## config.mk

```make
export PLATFORM = sky130hd
export DESIGN_NAME = exmem_pipe_reg
export DESIGN_NICKNAME = d
export VERILOG_FILES = /design/src/rtl/exmem_pipe_reg.sv
export SDC_FILE = /design/constraint.sdc
export NUM_CORES = 1
export LEC_CHECK = 0
export CORE_MARGIN = 4
export CORE_UTILIZATION = 30
export DETAILED_ROUTE_END_ITERATION = 16
export SLEW_MARGIN = 20
export SYNTH_ARGS = -nofsm -noshare
export SYNTH_HDL_FRONTEND = slang
export SYNTH_SLANG_ARGS = --single-unit
```

## constraint.sdc

```tcl
create_clock -name clk -period 3.35 [get_ports clk]
set_input_delay 0.67 -clock clk [delete_from_list [all_inputs] [get_ports clk]]
set_output_delay 0.67 -clock clk [all_outputs]
set_load 0.01 [all_outputs]
```

## src/rtl/exmem_pipe_reg.sv

```systemverilog
// EX/MEM pipeline register with stall hold, flush-to-bubble and optional stall/bubble statistics.
// Define EXMEM_PIPE_STATS_EN to compile in the saturating stall_cnt_o/bubble_cnt_o counters.
module exmem_pipe_reg #(
   parameter int DATA_W = 32,
   parameter int NUM_CH = 4,
   parameter int RD_W   = 5,
   parameter int CNT_W  = 16
) (
   input  logic                     clk,
   input  logic                     reset,
   input  logic                     stall_i,
   input  logic                     flush_i,
   input  logic                     valid_i,
   input  logic [DATA_W-1:0]        instr_i,
   input  logic                     regw_i,
   input  logic [RD_W-1:0]          rd_i,
   input  logic [NUM_CH*DATA_W-1:0] data_i,
`ifdef EXMEM_PIPE_STATS_EN
   output logic [CNT_W-1:0]         stall_cnt_o,
   output logic [CNT_W-1:0]         bubble_cnt_o,
`endif
   output logic                     valid_o,
   output logic [DATA_W-1:0]        instr_o,
   output logic                     regw_o,
   output logic [RD_W-1:0]          rd_o,
   output logic [NUM_CH*DATA_W-1:0] data_o
);

   logic                     valid_q, valid_d;
   logic [DATA_W-1:0]        instr_q, instr_d;
   logic                     regw_q, regw_d;
   logic [RD_W-1:0]          rd_q, rd_d;
   logic [NUM_CH*DATA_W-1:0] data_q, data_d;

   // Flush wins over stall; a flush leaves the payload lanes untouched since the bubble ignores them.
   always_comb begin
      valid_d = valid_q;
      instr_d = instr_q;
      regw_d  = regw_q;
      rd_d    = rd_q;
      data_d  = data_q;
      if (flush_i) begin
         valid_d = 1'b0;
         instr_d = '0;
         regw_d  = 1'b0;
         rd_d    = '0;
      end else if (!stall_i) begin
         valid_d = valid_i;
         instr_d = valid_i ? instr_i : '0;
         regw_d  = regw_i & valid_i;
         rd_d    = valid_i ? rd_i : '0;
         data_d  = data_i;
      end
   end

   always_ff @(posedge clk) begin
      if (reset) begin
         valid_q <= 1'b0;
         instr_q <= '0;
         regw_q  <= 1'b0;
         rd_q    <= '0;
         data_q  <= '0;
      end else begin
         valid_q <= valid_d;
         instr_q <= instr_d;
         regw_q  <= regw_d;
         rd_q    <= rd_d;
         data_q  <= data_d;
      end
   end

   assign valid_o = valid_q;
   assign instr_o = instr_q;
   assign regw_o  = regw_q;
   assign rd_o    = rd_q;
   assign data_o  = data_q;

`ifdef EXMEM_PIPE_STATS_EN
   logic [CNT_W-1:0] stall_cnt_q, stall_cnt_d;
   logic [CNT_W-1:0] bubble_cnt_q, bubble_cnt_d;

   // A bubble is captured by any flush, or by a load of an invalid instruction; both counters saturate.
   always_comb begin
      stall_cnt_d  = stall_cnt_q;
      bubble_cnt_d = bubble_cnt_q;
      if (stall_i && !flush_i && (stall_cnt_q != '1))
         stall_cnt_d = stall_cnt_q + CNT_W'(1);
      if ((flush_i || (!stall_i && !valid_i)) && (bubble_cnt_q != '1))
         bubble_cnt_d = bubble_cnt_q + CNT_W'(1);
   end

   always_ff @(posedge clk) begin
      if (reset) begin
         stall_cnt_q  <= '0;
         bubble_cnt_q <= '0;
      end else begin
         stall_cnt_q  <= stall_cnt_d;
         bubble_cnt_q <= bubble_cnt_d;
      end
   end

   assign stall_cnt_o  = stall_cnt_q;
   assign bubble_cnt_o = bubble_cnt_q;
`endif

endmodule

```

==> summary.txt <==
status: finished clean
CTS tree: done
synth top area cells: dfxtp_1, or3b_1, a21oi_1, o21ai_0, nand3b_1
Seq cells post-synth: 167
GRT Util Overall: 16.4%
Post-Syn Area: 6810 um2
Clock Latency Late Sink: 410 ps
Period minus WS final: 2030 ps
# nets final: 1202
cts bufs inserted: 17
sequential cell area: 3340 um2
final setup vio count: 0
Netlist cell types: 15
number of synthesized flops with an enable pin: 0
CP max FO: 2
Post-DRT Antenna Nets: 0
Setup TNS: 0 ps
Crit path arrival time: 1360 ps
FP Rows: 54
slowest cell on the critical path: clkdlybuf4s50_1
Bufs and invs on worst path: 1
Boundary Pins: 338
crit share post-route: 60.7%
cts hold-fix bufs: 0
first-pass GRT wire length: 32800 um
Placer Congestion: 0.772
PortBufs: 337
post-layout util: 48.7%
Final Skew: 0 ps
via count: 6353
Worst EP required: 2680 ps
Slew Limit Fails: 0
Post-Syn Instances: 755
FMAX: 492 MHz
post-synthesis sequential area ratio: 49.1%
Main synth FF type: dfxtp_1
chip width: 159 um
Final Hold Fails: 0
# Post-CTS Setup Buffers: 0
Initial Util: 30.8%
largest net degree at the start of global routing: 189
hpwl dp: 14300 um
Ys Warns: 0
drt initial violations: 416
cell accounting for the most synthesized area: dfxtp_1
CTS resizes: 0
Die H: 159 um
residual DRC count: 0
Longest Clk Path Bufs: 2
Startpoint Class: flip-flop
r2r setup slk: 2650 ps
Design Power: 4600 uW
H-tree depth: 4
synthesized net count: 926
delay-heaviest family, CP: buffers and inverters
share of layout cells above drive strength 1: 3.93%
PwrDens: 428 nW/um2
unrepaired setup endpoints after global routing: false
top-count cell post-synth: dfxtp_1
actual slew at the worst max-slew pin: 779 ps
vias in the first global route: 5960
area of the multi-input gates: 3040 um2
GR Overflow Total: 0
critical path class: reg2out
initial antenna violation count: 2
Synth top area share: 49.1%
mean routed wirelength per cell: 16.5 um
first-pass iteration count of the detailed router: 4
leakage power: 0.00362 uW
core box area: 22100 um2
Fill cells: 2104
clk root buf: clkbuf_16
Post-synth ARST share: 0%
synthesized area per cell: 9.02 um2
hold crit path type: reg2reg
Post-synth top cells: dfxtp_1, a21oi_1, o21ai_0, or3b_1, clkbuf_1
post-DR vias/cell: 4.79
Max-slew headroom: 48.0%
maximum vdd ir drop: 0.000280 V
Crit. End Element: output port
clk sinks: 167
area grow syn2layout: 57.9%
max-cap violation count: 0
CP peak stage delay: 580 ps
drt total wl: 21800 um
clock slew at reported path FFs: 70 ps
crit-path cells: clkdlybuf4s50_1
die area: 25200 um2
-- flip-flops by register name (all words and copies together) (netlist names) --
| name | count |
|---|---|
| data_o | 128 |
| rd_o | 5 |
| valid_o | 1 |
| instr_o | 32 |
| regw_o | 1 |
-- cell families after synthesis --
kind of cell / Yosys count / share of synthesized area [%]
compound gates: 294 / 21.6
buf+inv: 87 / 6.25
flops: 167 / 49.1
mux: 1 / 0.147
simple gates: 206 / 22.9
-- stage by stage --
step	instances	hold slack (ps)	cell area [um2]	setup slack, ps
after floorplan	755	476	6810	1660
after global placement	1292	439	10200	1310
after detailed placement	1292	451	10200	1290
after CTS	1324	462	10700	1270
after global routing	1325	481	10800	1230
final	1325	460	10800	1320
-- power breakdown --
part	switching (uW)	internal (uW)	total [uW]	leakage, uW
combinational	279	399	678	0.00200
sequential	35.7	2070	2100	0.00136
clock	845	978	1820	0.000254
-- layer usage --
layer | routed length (um) | GRT usage [%] | vias up
li1 | - | - | 3246
met1 | 9080 | 19.9 | 2839
met2 | 9630 | 25.4 | 243
met3 | 2760 | 8.59 | 23
met4 | 325 | 4.87 | 2
met5 | 17 | 0 | -
-- worst paths after layout --
kind	startpoint	end	depth (start not counted)
max	data_o[61]	data_o[61]	1
min	instr_o[2]	instr_o[2]	2
max reg2reg	data_o[61]	data_o[61]	2
min reg2reg	instr_o[2]	instr_o[2]	2
-- placed cells by master, fill, tap and decap left out, drive strengths merged --
master,netlist,layout
clkdlybuf4s50,0,334
dfxtp,167,167
a21oi,166,166
or3b,128,128
o21ai,128,128
nand2,38,38
nand3b,38,38
clkbuf,66,20
buf,21,10
clkinvlp,0,4
inv,0,4
clkinv,0,4
diode,0,1
or2,1,1
mux2i,1,1
nor2,1,1
-- layout make-up --
class | count | area share (%)
Clock buffer | 20 | 4.15
Tap cell | 280 | 3.26
Sequential cell | 167 | 31.1
Timing Repair Buffer | 344 | 32.3
Clock inverter | 12 | 0.861
Antenna cell | 1 | 0.0233
Multi-Input combinational cell | 501 | 28.3
No activity file was read; power rests on OpenSTA's default activity.
==> patch, RTL diff (same settings) <==
`NUM_CH`: 4 -> 8.
--- a/src/rtl/exmem_pipe_reg.sv
+++ b/src/rtl/exmem_pipe_reg.sv
@@ -2,7 +2,7 @@
 // Define EXMEM_PIPE_STATS_EN to compile in the saturating stall_cnt_o/bubble_cnt_o counters.
 module exmem_pipe_reg #(
    parameter int DATA_W = 32,
-   parameter int NUM_CH = 4,
+   parameter int NUM_CH = 8,
    parameter int RD_W   = 5,
    parameter int CNT_W  = 16
 ) (
Ports: changed (resized data_i and data_o); port bits go from 338 to 594. No check against the original RTL was run, so the function may have changed too.
==> patch against the original RTL <==
- sequential cell count grew 128
- utilization grew 0.62 points
- design area grew 79%
- largest cell class unchanged
- area after synthesis grew 76%
- worst setup slack lost 130 ps
- highest routed layer unchanged
- power grew 90%
- count of clock-buffer cells in the layout grew 31
- wire length grew 110%
- critical endpoint is now data_o[232]
==> patch: results (changes against the original RTL) <==
** Power and ir drop
- Clock network power consumption :: 3.78 mW (+110%)
- Sequential cell fraction of total power :: 42.6% (-3.0 points)
- The peak ir drop on the vdd network is 0.0002651 V (-5.4%).

** Critical path
- The most critical setup path has its startpoint at data_o[232]$_SDFFE_PP0P_.
- Reg2Reg Capture Point :: data_o[155]$_SDFFE_PP0P_
- Setup slack, reg-to-reg :: 2630 ps (-20 ps)

** Drt
- The number of vias per cell was 4.954 (+3.3%).

** Place
- The post-DP HPWL was 31240 µm (+120%).
- The minimum setup slack after placement was 1044 ps (-244.6 ps).
- The count of placed standard cells including taps was 2303 (+78%).

** Yosys
- After synthesis, the most frequently instantiated cells are 295 x sky130_fd_sc_hd__dfxtp_1, 294 x sky130_fd_sc_hd__a21oi_1, 256 x sky130_fd_sc_hd__o21ai_0, 233 x sky130_fd_sc_hd__or3b_1, 141 x sky130_fd_sc_hd__clkbuf_1.
- The compound-cell area share of the yosys netlist is 22.97% (+1.4 points).
- The sequential-to-total area share from yosys stat was 49.28% (+0.18 points).
- Mapped Avg Cell Area :: 8.950 µm² (-0.76%)

** Layout
- The layout clock buffer count came to 51 (+160%).
- Fraction of area in multi-input gates :: 28.24% (-0.034 points)
- The share of cells above drive strength 1 is 4.930% (+1.0 points).
- The multi-input logic cell count was 885 (+77%).

** Outcome
- Result of the run :: complete, no violations

** Hold path
- Worst hold path endpoint :: instr_o[24]$_SDFFE_PP0N_

** Floorplan
- Num tapcells :: 518 (+85%)

** Global routing
- The largest net degree at the start of global routing was 159 (-16%).
- Initial antenna violation count :: 5 (+3)
- Global-route wire length before repair :: 67470 µm (+110%)

** Timing
- Peak Freq :: 462.1 MHz (-6.0%)
- The smallest hold slack was 450.0 ps (-10.49 ps).
[patch: cell count changes in the layout (fill, tap and decap cells not counted), moves of 5 or more]
cell and change:
sky130_fd_sc_hd__or3b_2 +23, sky130_fd_sc_hd__a21oi_1 +128, sky130_fd_sc_hd__clkbuf_8 +5, sky130_fd_sc_hd__or3b_1 +105, sky130_fd_sc_hd__clkbuf_1 +7, sky130_fd_sc_hd__clkdlybuf4s50_1 +256, sky130_fd_sc_hd__o21ai_0 +128, sky130_fd_sc_hd__dfxtp_1 +128
sky130_fd_sc_hd__clkbuf_16 +20
[patch: worst register-to-register path, delay by kind of cell (launching register included)]
family / cells / cell delay (ps)
flip-flops: 1 / 370
AO/OA/AOI/OAI: 2 / 270
[patch: layer usage]
layer / global-route usage (%) / share of wire, %
met1: 21.91 / 39
met5: 0 / 0.042
met2: 33.18 / 49
met3: 7.904 / 8.9
met4: 7.044 / 3.4
